### config.mk
export PLATFORM = sky130hd
export DESIGN_NAME = char_ram_writer_flat
export DESIGN_NICKNAME = d
export VERILOG_FILES = /design/src/rtl/char_ram_writer_pkg.sv /design/src/rtl/char_ram_writer_if.sv /design/src/rtl/char_ram_writer_cursor_ctrl.sv /design/src/rtl/char_ram_writer.sv /design/src/flat_wrapper.sv
export SDC_FILE = /design/constraint.sdc
export NUM_CORES = 1
export LEC_CHECK = 0
export CAP_MARGIN = 20
export CORE_AREA = 2 2 115 117
export CTS_CLUSTER_SIZE = 16
export DETAILED_ROUTE_END_ITERATION = 10
export DIE_AREA = 0 0 117 119
export PLACE_DENSITY_LB_ADDON = 0.25
export SKIP_CTS_REPAIR_TIMING = 1
export SLEW_MARGIN = 20
export SYNTH_ARGS = -nofsm -noshare
export SYNTH_HDL_FRONTEND = slang
export SYNTH_HIERARCHICAL = 1
export SYNTH_SLANG_ARGS = --single-unit
### constraint.sdc
create_clock -name NCLK -period 7.6 [get_ports NCLK]
set_input_delay 1.52 -clock NCLK [delete_from_list [all_inputs] [get_ports NCLK]]
set_output_delay 1.52 -clock NCLK [all_outputs]
set_load 0.03 [all_outputs]
### src/rtl/char_ram_writer_pkg.sv
// Shared constants, state/command enums and the row*COLS+col address helper
// for the text-RAM writer.
package char_pkg;

  localparam logic [6:0] ASC_CR    = 7'h0D;
  localparam logic [6:0] ASC_LF    = 7'h0A;
  localparam logic [6:0] ASC_BS    = 7'h08;
  localparam logic [6:0] ASC_FF    = 7'h0C;
  localparam logic [6:0] ASC_SP    = 7'h20;
  localparam logic [6:0] ASC_PR_LO = 7'h20;
  localparam logic [6:0] ASC_PR_HI = 7'h7E;

  localparam int unsigned DEF_COLS = 80;
  localparam int unsigned DEF_ROWS = 60;

  typedef enum logic [1:0] {IDLE, WRITE, CLEAR} wr_state_e;

  typedef enum logic [2:0] {CUR_NONE, CUR_INC, CUR_DEC, CUR_CR, CUR_LF, CUR_HOME} cur_cmd_e;

  // Constant multiply by cols unrolled into shifted adds of row (80 -> <<6 + <<4).
  function automatic logic [15:0] lin_addr(input logic [5:0] row, input logic [6:0] col,
                                           input int unsigned cols);
    logic [15:0] acc;
    acc = {9'd0, col};
    for (int unsigned i = 0; i < 8; i++) begin
      if (cols[i]) acc = acc + ({10'd0, row} << i);
    end
    return acc;
  endfunction

endpackage

### src/rtl/char_ram_writer_if.sv
// Character source / text-RAM write bundle for char_ram_writer.
interface char_ram_writer_if #(parameter int unsigned ADDR_W = 13);
  logic [6:0]        Char_in;
  logic              Valid;
  logic              Ready;
  logic              WrEn;
  logic [ADDR_W-1:0] WrAddr;
  logic [6:0]        WrData;
  logic [5:0]        Cursor_Fila;
  logic [6:0]        Cursor_Col;
  logic              Busy;

  modport master (output Char_in, Valid,
                  input  Ready, WrEn, WrAddr, WrData, Cursor_Fila, Cursor_Col, Busy);
  modport slave  (input  Char_in, Valid,
                  output Ready, WrEn, WrAddr, WrData, Cursor_Fila, Cursor_Col, Busy);
endinterface

### src/rtl/char_ram_writer_cursor_ctrl.sv
// Cursor row/column registers with advance, back-step, CR, LF and home commands;
// rows wrap to 0 past the last row (no scrolling).
module cursor_ctrl
  import char_pkg::*;
#(
  parameter int unsigned COLS   = DEF_COLS,
  parameter int unsigned ROWS   = DEF_ROWS,
  parameter int unsigned ADDR_W = 13
) (
  input  logic              clk_i,
  input  logic              rst_ni,
  input  cur_cmd_e          cmd_i,
  output logic [5:0]        row_o,
  output logic [6:0]        col_o,
  output logic [ADDR_W-1:0] addr_o
);

  localparam logic [5:0] ROW_MAX = 6'(ROWS - 1);
  localparam logic [6:0] COL_MAX = 7'(COLS - 1);

  logic [5:0] row_q, row_d, row_inc;
  logic [6:0] col_q, col_d;

  assign row_inc = (row_q == ROW_MAX) ? '0 : row_q + 6'd1;

  always_comb begin
    row_d = row_q;
    col_d = col_q;
    case (cmd_i)
      CUR_INC: begin
        if (col_q == COL_MAX) begin
          col_d = '0;
          row_d = row_inc;
        end else begin
          col_d = col_q + 7'd1;
        end
      end
      CUR_DEC: begin
        if (col_q != '0) begin
          col_d = col_q - 7'd1;
        end else if (row_q != '0) begin
          row_d = row_q - 6'd1;
          col_d = COL_MAX;
        end
      end
      CUR_CR:   col_d = '0;
      CUR_LF:   row_d = row_inc;
      CUR_HOME: begin
        row_d = '0;
        col_d = '0;
      end
      default: ;
    endcase
  end

  always_ff @(posedge clk_i or negedge rst_ni) begin
    if (!rst_ni) begin
      row_q <= '0;
      col_q <= '0;
    end else begin
      row_q <= row_d;
      col_q <= col_d;
    end
  end

  assign row_o  = row_q;
  assign col_o  = col_q;
  assign addr_o = ADDR_W'(lin_addr(row_q, col_q, COLS));

endmodule

### src/rtl/char_ram_writer.sv
// Accepts ASCII codes over valid/ready and writes them into the text RAM at the
// cursor, handling CR/LF/BS/FF and a full-screen clear after reset.
module char_ram_writer
  import char_pkg::*;
#(
  parameter int unsigned COLS           = DEF_COLS,
  parameter int unsigned ROWS           = DEF_ROWS,
  parameter int unsigned ADDR_W         = 13,
  parameter int unsigned CLEAR_ON_RESET = 1
) (
  input  logic             NCLK,
  input  logic             NRST,
  char_ram_writer_if.slave bus
);

  localparam int unsigned CELLS = COLS * ROWS;

  wr_state_e         state_q, state_d;
  logic [ADDR_W:0]   cnt_q, cnt_d;
  logic              ready_q, ready_d;
  logic              busy_q, busy_d;
  logic              wren_q, wren_d;
  logic [ADDR_W-1:0] waddr_q, waddr_d;
  logic [6:0]        wdata_q, wdata_d;
  cur_cmd_e          cur_cmd;
  logic [ADDR_W-1:0] cur_addr;
  logic [5:0]        cur_row;
  logic [6:0]        cur_col;
  logic              printable;

  cursor_ctrl #(
    .COLS   (COLS),
    .ROWS   (ROWS),
    .ADDR_W (ADDR_W)
  ) u_cursor (
    .clk_i  (NCLK),
    .rst_ni (NRST),
    .cmd_i  (cur_cmd),
    .row_o  (cur_row),
    .col_o  (cur_col),
    .addr_o (cur_addr)
  );

  assign printable = (bus.Char_in >= ASC_PR_LO) && (bus.Char_in <= ASC_PR_HI);

  always_comb begin
    state_d = state_q;
    cnt_d   = cnt_q;
    ready_d = 1'b0;
    busy_d  = 1'b0;
    wren_d  = 1'b0;
    waddr_d = waddr_q;
    wdata_d = wdata_q;
    cur_cmd = CUR_NONE;
    case (state_q)
      IDLE: begin
        ready_d = 1'b1;
        if (bus.Valid && ready_q) begin
          ready_d = 1'b0;
          state_d = WRITE;
          if (printable) begin
            wren_d  = 1'b1;
            waddr_d = cur_addr;
            wdata_d = bus.Char_in;
            cur_cmd = CUR_INC;
          end else begin
            case (bus.Char_in)
              ASC_CR: cur_cmd = CUR_CR;
              ASC_LF: cur_cmd = CUR_LF;
              ASC_BS: begin
                // Back-stepped cell is always addr-1, including the row wrap; (0,0) stays.
                wren_d  = 1'b1;
                waddr_d = (cur_addr == '0) ? '0 : cur_addr - ADDR_W'(1);
                wdata_d = ASC_SP;
                cur_cmd = CUR_DEC;
              end
              ASC_FF: begin
                // Cell 0 is written on the accept edge so the clear spans exactly CELLS cycles.
                state_d = CLEAR;
                busy_d  = 1'b1;
                wren_d  = 1'b1;
                waddr_d = '0;
                wdata_d = ASC_SP;
                cnt_d   = (ADDR_W+1)'(1);
              end
              default: ;
            endcase
          end
        end
      end
      WRITE: begin
        state_d = IDLE;
        ready_d = 1'b1;
      end
      CLEAR: begin
        busy_d = 1'b1;
        if (cnt_q == (ADDR_W+1)'(CELLS)) begin
          state_d = IDLE;
          ready_d = 1'b1;
          busy_d  = 1'b0;
          cur_cmd = CUR_HOME;
        end else begin
          wren_d  = 1'b1;
          waddr_d = cnt_q[ADDR_W-1:0];
          wdata_d = ASC_SP;
          cnt_d   = cnt_q + (ADDR_W+1)'(1);
        end
      end
      default: state_d = IDLE;
    endcase
  end

  always_ff @(posedge NCLK or negedge NRST) begin
    if (!NRST) begin
      state_q <= (CLEAR_ON_RESET != 0) ? CLEAR : IDLE;
      cnt_q   <= '0;
      ready_q <= 1'b0;
      busy_q  <= (CLEAR_ON_RESET != 0);
      wren_q  <= 1'b0;
      waddr_q <= '0;
      wdata_q <= '0;
    end else begin
      state_q <= state_d;
      cnt_q   <= cnt_d;
      ready_q <= ready_d;
      busy_q  <= busy_d;
      wren_q  <= wren_d;
      waddr_q <= waddr_d;
      wdata_q <= wdata_d;
    end
  end

  assign bus.Ready       = ready_q;
  assign bus.Busy        = busy_q;
  assign bus.WrEn        = wren_q;
  assign bus.WrAddr      = waddr_q;
  assign bus.WrData      = wdata_q;
  assign bus.Cursor_Fila = cur_row;
  assign bus.Cursor_Col  = cur_col;

endmodule

### src/flat_wrapper.sv
// flat-port wrapper written by rule: the top's interface ports become plain ports
module char_ram_writer_flat import char_pkg::*;
#(
  parameter int unsigned COLS           = DEF_COLS,
  parameter int unsigned ROWS           = DEF_ROWS,
  parameter int unsigned ADDR_W         = 13,
  parameter int unsigned CLEAR_ON_RESET = 1
)
  (NCLK, NRST, bus_Char_in, bus_Valid, bus_Ready, bus_WrEn, bus_WrAddr, bus_WrData, bus_Cursor_Fila, bus_Cursor_Col, bus_Busy);
  char_ram_writer_if #(.ADDR_W(ADDR_W)) bus_i ();
  input  logic NCLK;
  input  logic NRST;
  input wire logic [$bits(bus_i.Char_in)-1:0] bus_Char_in;
  input wire logic [$bits(bus_i.Valid)-1:0] bus_Valid;
  output wire logic [$bits(bus_i.Ready)-1:0] bus_Ready;
  output wire logic [$bits(bus_i.WrEn)-1:0] bus_WrEn;
  output wire logic [$bits(bus_i.WrAddr)-1:0] bus_WrAddr;
  output wire logic [$bits(bus_i.WrData)-1:0] bus_WrData;
  output wire logic [$bits(bus_i.Cursor_Fila)-1:0] bus_Cursor_Fila;
  output wire logic [$bits(bus_i.Cursor_Col)-1:0] bus_Cursor_Col;
  output wire logic [$bits(bus_i.Busy)-1:0] bus_Busy;
  assign bus_i.Char_in = bus_Char_in;
  assign bus_i.Valid = bus_Valid;
  assign bus_Ready = bus_i.Ready;
  assign bus_WrEn = bus_i.WrEn;
  assign bus_WrAddr = bus_i.WrAddr;
  assign bus_WrData = bus_i.WrData;
  assign bus_Cursor_Fila = bus_i.Cursor_Fila;
  assign bus_Cursor_Col = bus_i.Cursor_Col;
  assign bus_Busy = bus_i.Busy;
  char_ram_writer #(.COLS(COLS), .ROWS(ROWS), .ADDR_W(ADDR_W), .CLEAR_ON_RESET(CLEAR_ON_RESET)) u_core (.NCLK(NCLK), .NRST(NRST), .bus(bus_i));
endmodule
======== After elaboration in Yosys (flattened, before gate mapping) ========
Index checks and enable logic that the tools add are counted.
operators by class
  add/sub/neg operators ................... 8
  magnitude comparators ................... 2
  eq/ne operators ......................... 25
  muxes and demuxes ....................... 47
  reduce and logical (&&, ||, !) cells .... 17
operators with widths
  cell                   count
  $mux 14                4
  $mux 13                4
  $pmux 13 s2            2
  $mux 7                 7
  $eq 7x4->1 const B     4
  $pmux 14 s2            1
  $mux 6                 4
  $pmux 6 s4             1
  $pmux 7 s3             1
  $add 14x1->14 const B  1
  $eq 14x13->1 const B   1
  $pmux 7 s2             1
  $add 11x12->13         1
  $logic_not 13->1       1
  $sub 13x1->13 const B  1
  $ne 2x2->1 const B     6
  $reduce_and 4->1       3
  $add 7x10->11          1
  $mux 1                 9
  $mux 3                 3
  $pmux 3 s3             1
  $mux 2                 4
  $add 7x1->7 const B    1
  $eq 7x7->1 const B     1
  other kinds (29)       36
word-level totals
  bits in registers ....................... 52
  input bits .............................. 10
  output and inout bits ................... 36
  word-level logic and storage cells ...... 108

======== Longest topological paths before layout ========
  word-level depth ........................ 9
  depth in mapped cells ................... 13
  mapped depth without buffers ............ 13

======== By module ========
Netlist, hierarchy kept.
by module, submodules not included
  module           times used  cells each  area an instance (um^2)  sequential area each (um^2)
  char_ram_writer  1           253         2,301.0                  978.4
  cursor_ctrl      1           172         1,445.1                  325.3

======== Worst setup path before layout ========
No wires, ideal clock.
  path type ............................... input-to-reg
  from .................................... input bus_Valid
  to ...................................... register u_core.u_cursor.row_q[4] (netlist: u_core/u_cursor/row_o[4])
  setup time .............................. 143 ps
  arrival ................................. 3,822 ps
  required time ........................... 7,457 ps
  slack ................................... 3,636 ps
  stages on the path ...................... 9
  path buffers ............................ 1
  path through ............................ nor4bb_1 > nand2_1 > nor3b_1 > or3b_1 > clkbuf_1 > a31oi_1 > a2bb2oi_2 > o31ai_1 > o31ai_1
between the ends
  cells in the longest elaborated chain, start to end .. 6
  elaborated cells between the ends (all ways) .. 13
  classes of those cells .................. eq/ne (7); mux (3); reduce/logical (3)
ends and longest elaborated chain
  what                                                              line                               source
  start: declaration                                                flat_wrapper.sv:14                 input wire logic [$bits(bus_i.Valid)-1:0] bus_Valid;
  $logic_and 1x1->1 *                                               char_ram_writer.sv:58              if (bus.Valid && ready_q) begin
  $mux 3 *                                                          char_ram_writer.sv:58
  $pmux 3 s2 *                                                      char_ram_writer.sv:55              case (state_q)
  named net u_core.cur_cmd[1]                                       char_ram_writer.sv:25              cur_cmd_e cur_cmd;
  $eq 3x2->1, or another cell as far along                          char_ram_writer_cursor_ctrl.sv:29  case (cmd_i)
  $reduce_bool 4->1 (no source line) or $ne 2x2->1 (tied branches)  -
  $reduce_and 4->1 (no source line)                                 -
  end signal: assignment                                            char_ram_writer_cursor_ctrl.sv:61  row_q <= row_d;
  end: declaration                                                  char_ram_writer_cursor_ctrl.sv:21  logic [5:0] row_q, row_d, row_inc;
Mark *: on every way through the listed nets, which the timed path passes. The rest lies on a longest branch.
A chain may end at the register's enable or synchronous reset.

======== Final worst setup path ========
Ends and elaborated chain as after synthesis.

==> results.md <==
Synthesis:
- After Yosys synthesis, and, or, nand and nor cells account for 24.0% of the synthesized area.
- Yosys printed 6 warnings.
- dfrtp_1 takes more of the synthesized area than any other cell.
- The net count of the mapped netlist is ~460.
- The dominant synthesized flop cell is dfrtp_1.
- Averaged over all synthesized cells, the footprint is between 8 and 9 sq um.
- The area share of the leading cell type in the synthesized netlist is between 30% and 40%.
- Ranked by total cell area, the synthesized netlist is headed by dfrtp_1 33%, ha_1 7.0%, nor2_1 4.7%.
- Synthesis inferred 52 register bits.
- After synthesis, the share of cell area in mux cells is less than 1%.
- The cell area that synthesis handed to floorplanning was 3750 sq um.
- In this run, synthesis inferred 0 flip-flops with an integrated enable.
- Summing the sequential cell areas from Yosys gives 34.8% of the chip area.
- The arithmetic-cell share of the synthesized area counting full adders, half adders and majority gates is 8.08%.
- After Yosys synthesis, XOR and XNOR cells account for 4.91% of the synthesized area.
- The count of different cell masters after synthesis is 71.
- The fraction of the mapped netlist area in compound gates is 23.1%.
- After synthesis, the share of flip-flops with an asynchronous set or reset is 100%.
- The largest family of logic cells by synthesized area is simple AND/OR/NAND/NOR gates.
- The number of instances in the synthesized netlist is 425.

Clock tree:
- TritonCTS built the clock tree.
- At the later pin of the worst-skew pair, clock insertion delay measures 300 ps.
- The clock net in this run drives a total of 52 sinks.
- The clock tree synthesis step divided the H-tree into 2 levels.
- The clock root buffer master is clkbuf_16.
- After clock tree synthesis, the clock-pin slew on the worst setup and hold paths is about 70 ps.
- The maximum clock insertion buffer count is 2.
- Buffers inserted during clock tree synthesis total 5.

Setup path:
- Among the stages of the critical path, the cell type that occurs most often is o31ai_1.
- The worst reg2reg path startpoint is u_core/u_cursor/row_o[2].
- The endpoint class of the critical path is a register.
- Walking the worst path, the cells encountered are clkdlybuf4s50_1 -> nor4bb_1 -> nand2_1 -> nor3b_1 -> or3b_1 -> a31oi_1 -> a2bb2oi_2 -> o31ai_1 -> o31ai_1.
- The biggest fanout along the worst timing path is 17.
- The kind of cell with the highest combined delay along the critical path is simple AND/OR/NAND/NOR gates.
- Data arrives at the worst endpoint at 5130 ps.
- At the worst endpoint, the required time is 7760 ps.
- The maximum cell stage delay along the critical path is 900 ps.
- In this run the worst setup path begins at bus_Valid.
- The slowest stage of the critical path is the nor3b_1 cell.
- The type of the worst setup path is in -> reg.
- Counting both buffers and inverters, the worst setup path holds a total of 1.
- The startpoint kind of the worst setup timing path is an input pin.

Timing:
- The final number of hold-violating endpoints was 0.
- The max-slew violation total from the final report came to 0.
- The maximum clock rate is 201 MHz.
- The sum of negative setup slack is 0 ps.
- Setup repair after global routing left no endpoint under its margin.
- For the finished layout, the period the worst path requires is 4970 ps.
- At the pin with the least slew margin, the transition time is 1060 ps.
- Measured against its own limit, the worst slew margin works out to roughly 29%.
- The hold slack is between 400 and 500 ps.
- The worst path uses 65.4% of the clock period.
- The number of failing setup endpoints in the final timing report is 0.
- The clock arrives with between 7 and 8 ps of skew.

Min path:
- The launch instance of the worst min-delay path is u_core/bus.WrData[4].
- In this run the worst hold path is classified as reg -> reg.

Drt:
- Using the TritonRoute via totals, the vias-per-cell ratio works out to 5.32.
- After detailed routing, the average wire length per cell comes to 16.0 um.
- The detailed router placed between 3000 and 4000 vias in this run.
- The count of nets left with antenna violations once routing finished came out at 0.
- The detailed-routing iteration count for the pre-antenna-repair pass is 4.
- The count of routing violations after the opening detailed-route iteration is 219.
- The wire length reported by the detailed router is 10200 um.
- The number of remaining DRC errors is 0.

Placement:
- The congestion estimate from routability-driven global placement came to ~0.86.
- The instance area at placement is 4320 sq um.
- The estimated wirelength of the detail-placed design is 7350 um.
- Buffers placed on the I/O ports in this run total 45.

Global route:
- The total overflow reported by the global router is 0.
- The initial antenna violation count is 0.
- Entering global routing, the biggest net connects 53 pins.
- The number of global-route vias before repair is 3243.
- The first global-routing pass estimated about 17000 um of wire.
- The all-layer global routing usage is 15.0%.

Cells and area:
- The layout has 1327 filler cells.
- Leaving out fill and tap cells, the most frequent cells in the layout are 50 x dfrtp_1, 47 x nor2_1, 44 x clkdlybuf4s50_1.
- The antenna cell count is 0.
- The final net count is between 400 and 500.
- Leaving out fill and tap cells, the most frequent cell in the layout is dfrtp_1.
- The area added between synthesis and finish is 19.3%.
- The finished cells cover 4470 sq um.
- Of the cells placed in the final design, the portion with a size suffix greater than 1 is 6.54%.

Floorplan:
- The starting density of the core is 29.1%.
- The number of placement rows is 42.
- The core box area is 12900 sq um.
- The die is 117 um wide.
- The height of the chip is ~120 um.
- The number of top-level design ports is 46.
- The overall die area is 13900 sq um.

Power:
- VDD sags by at most 0.000118 V.
- In this run the static leakage power is 1.82 nW.
- In this run the power density over the cells is between 200 and 300 nW/um^2.

Run:
- The tool flagged a number of max-cap violations equal to 0.

Outcome:
- The run finished with clean final reports.
per-layer routing:
layer  up-vias  part of all wire [%]  global-route usage (%)  routed length, um
met4         0                   1.1                    3.53                114
met5         -                     0                       0                  0
li1       1656                     -                       -                  -
met2        76                    49                    24.8               4980
met1      1634                    46                    20.2               4720
met3        12                   3.5                    2.60                351
path summary, 6_finish.rpt:
path	to	slack (ps)	cells after the start
worst max-delay path	u_core/u_cursor/row_o[4]	2630	9
worst min-delay path	u_core/bus.WrData[4]	490	2
worst max register to register	u_core/bus.WrAddr[8]	3400	12
worst min register to register	u_core/bus.WrData[4]	490	2
max in group asynchronous	u_core/u_cursor/row_o[4]	5800	2
min in group asynchronous	u_core/bus.Ready	1350	2
cells in the mapped netlist, types with 9 or more instances:
| library cell | count |
|---|---|
| dfrtp_1 | 50 |
| nor2_1 | 47 |
| nand2_1 | 31 |
| o21ai_0 | 27 |
| a21oi_1 | 23 |
| ha_1 | 21 |
| nand3_1 | 20 |
| xor2_1 | 17 |
| inv_1 | 14 |
| a31oi_1 | 11 |
| clkbuf_1 | 11 |
| nor3_1 | 10 |
| o211ai_1 | 9 |
cells by family after synthesis:
group | after synthesis
compound gates | 124
xor+xnor | 21
fa+ha+maj | 23
buf+inv | 37
flops | 52
mux | 2
simple gates | 166
final cells by class:
cell class | count | area, sq um | share of cell area [%]
multi-input combinational | 336 | 2280 | 50.9
sequential | 52 | 1300 | 29.2
timing repair buffer | 48 | 468 | 10.5
tap | 176 | 220 | 4.93
clock buffer | 6 | 129 | 2.88
inverter | 15 | 56.3 | 1.26
clock inverter | 2 | 16.3 | 0.364
registers in the layout, summed over array words and instances, names as in the netlist:
| name | count |
|---|---|
| u_core/cnt_q | 14 |
| u_core/bus.WrAddr | 13 |
| u_core/bus.WrData | 7 |
| u_core/u_cursor/col_o | 7 |
| u_core/u_cursor/row_o | 6 |
| u_core/state_q | 2 |
| u_core/bus.Busy | 1 |
| u_core/bus.Ready | 1 |
| u_core/bus.WrEn | 1 |
per-stage QoR:
stage / power (mW) / setup WS [ps] / cells / utilization (%)
2_1_floorplan: 0.730 / 3640 / 425 / -
4_1_cts: 1.13 / 2750 / 635 / 34.7
3_3_place_gp: 0.887 / 2550 / 627 / 33.6
5_1_grt: 1.20 / 2460 / 635 / 34.7
6_report: 1.12 / 2630 / 635 / 34.7
3_5_place_dp: 0.891 / 2440 / 627 / 33.6
power by group:
| part | switching (mW) | internal (mW) | total (mW) |
|---|---|---|---|
| combinational | 0.295 | 0.193 | 0.488 |
| sequential | 0.0721 | 0.326 | 0.398 |
| clock | 0.109 | 0.123 | 0.233 |
| total | 0.476 | 0.643 | 1.12 |
worst register-to-register path, cell delays in order, from the launching register on:
cell	delay, ps
dfrtp_1	600
fa_1	540
fa_1	480
a21o_1	200
a21oi_1	250
o21bai_1	100
a21oi_1	180
xnor2_1	110
or3_1	400
nor4_4	500
o211ai_2	140
a22o_1	280
a221o_1	320
No activity file was read; power rests on OpenSTA's default activity.
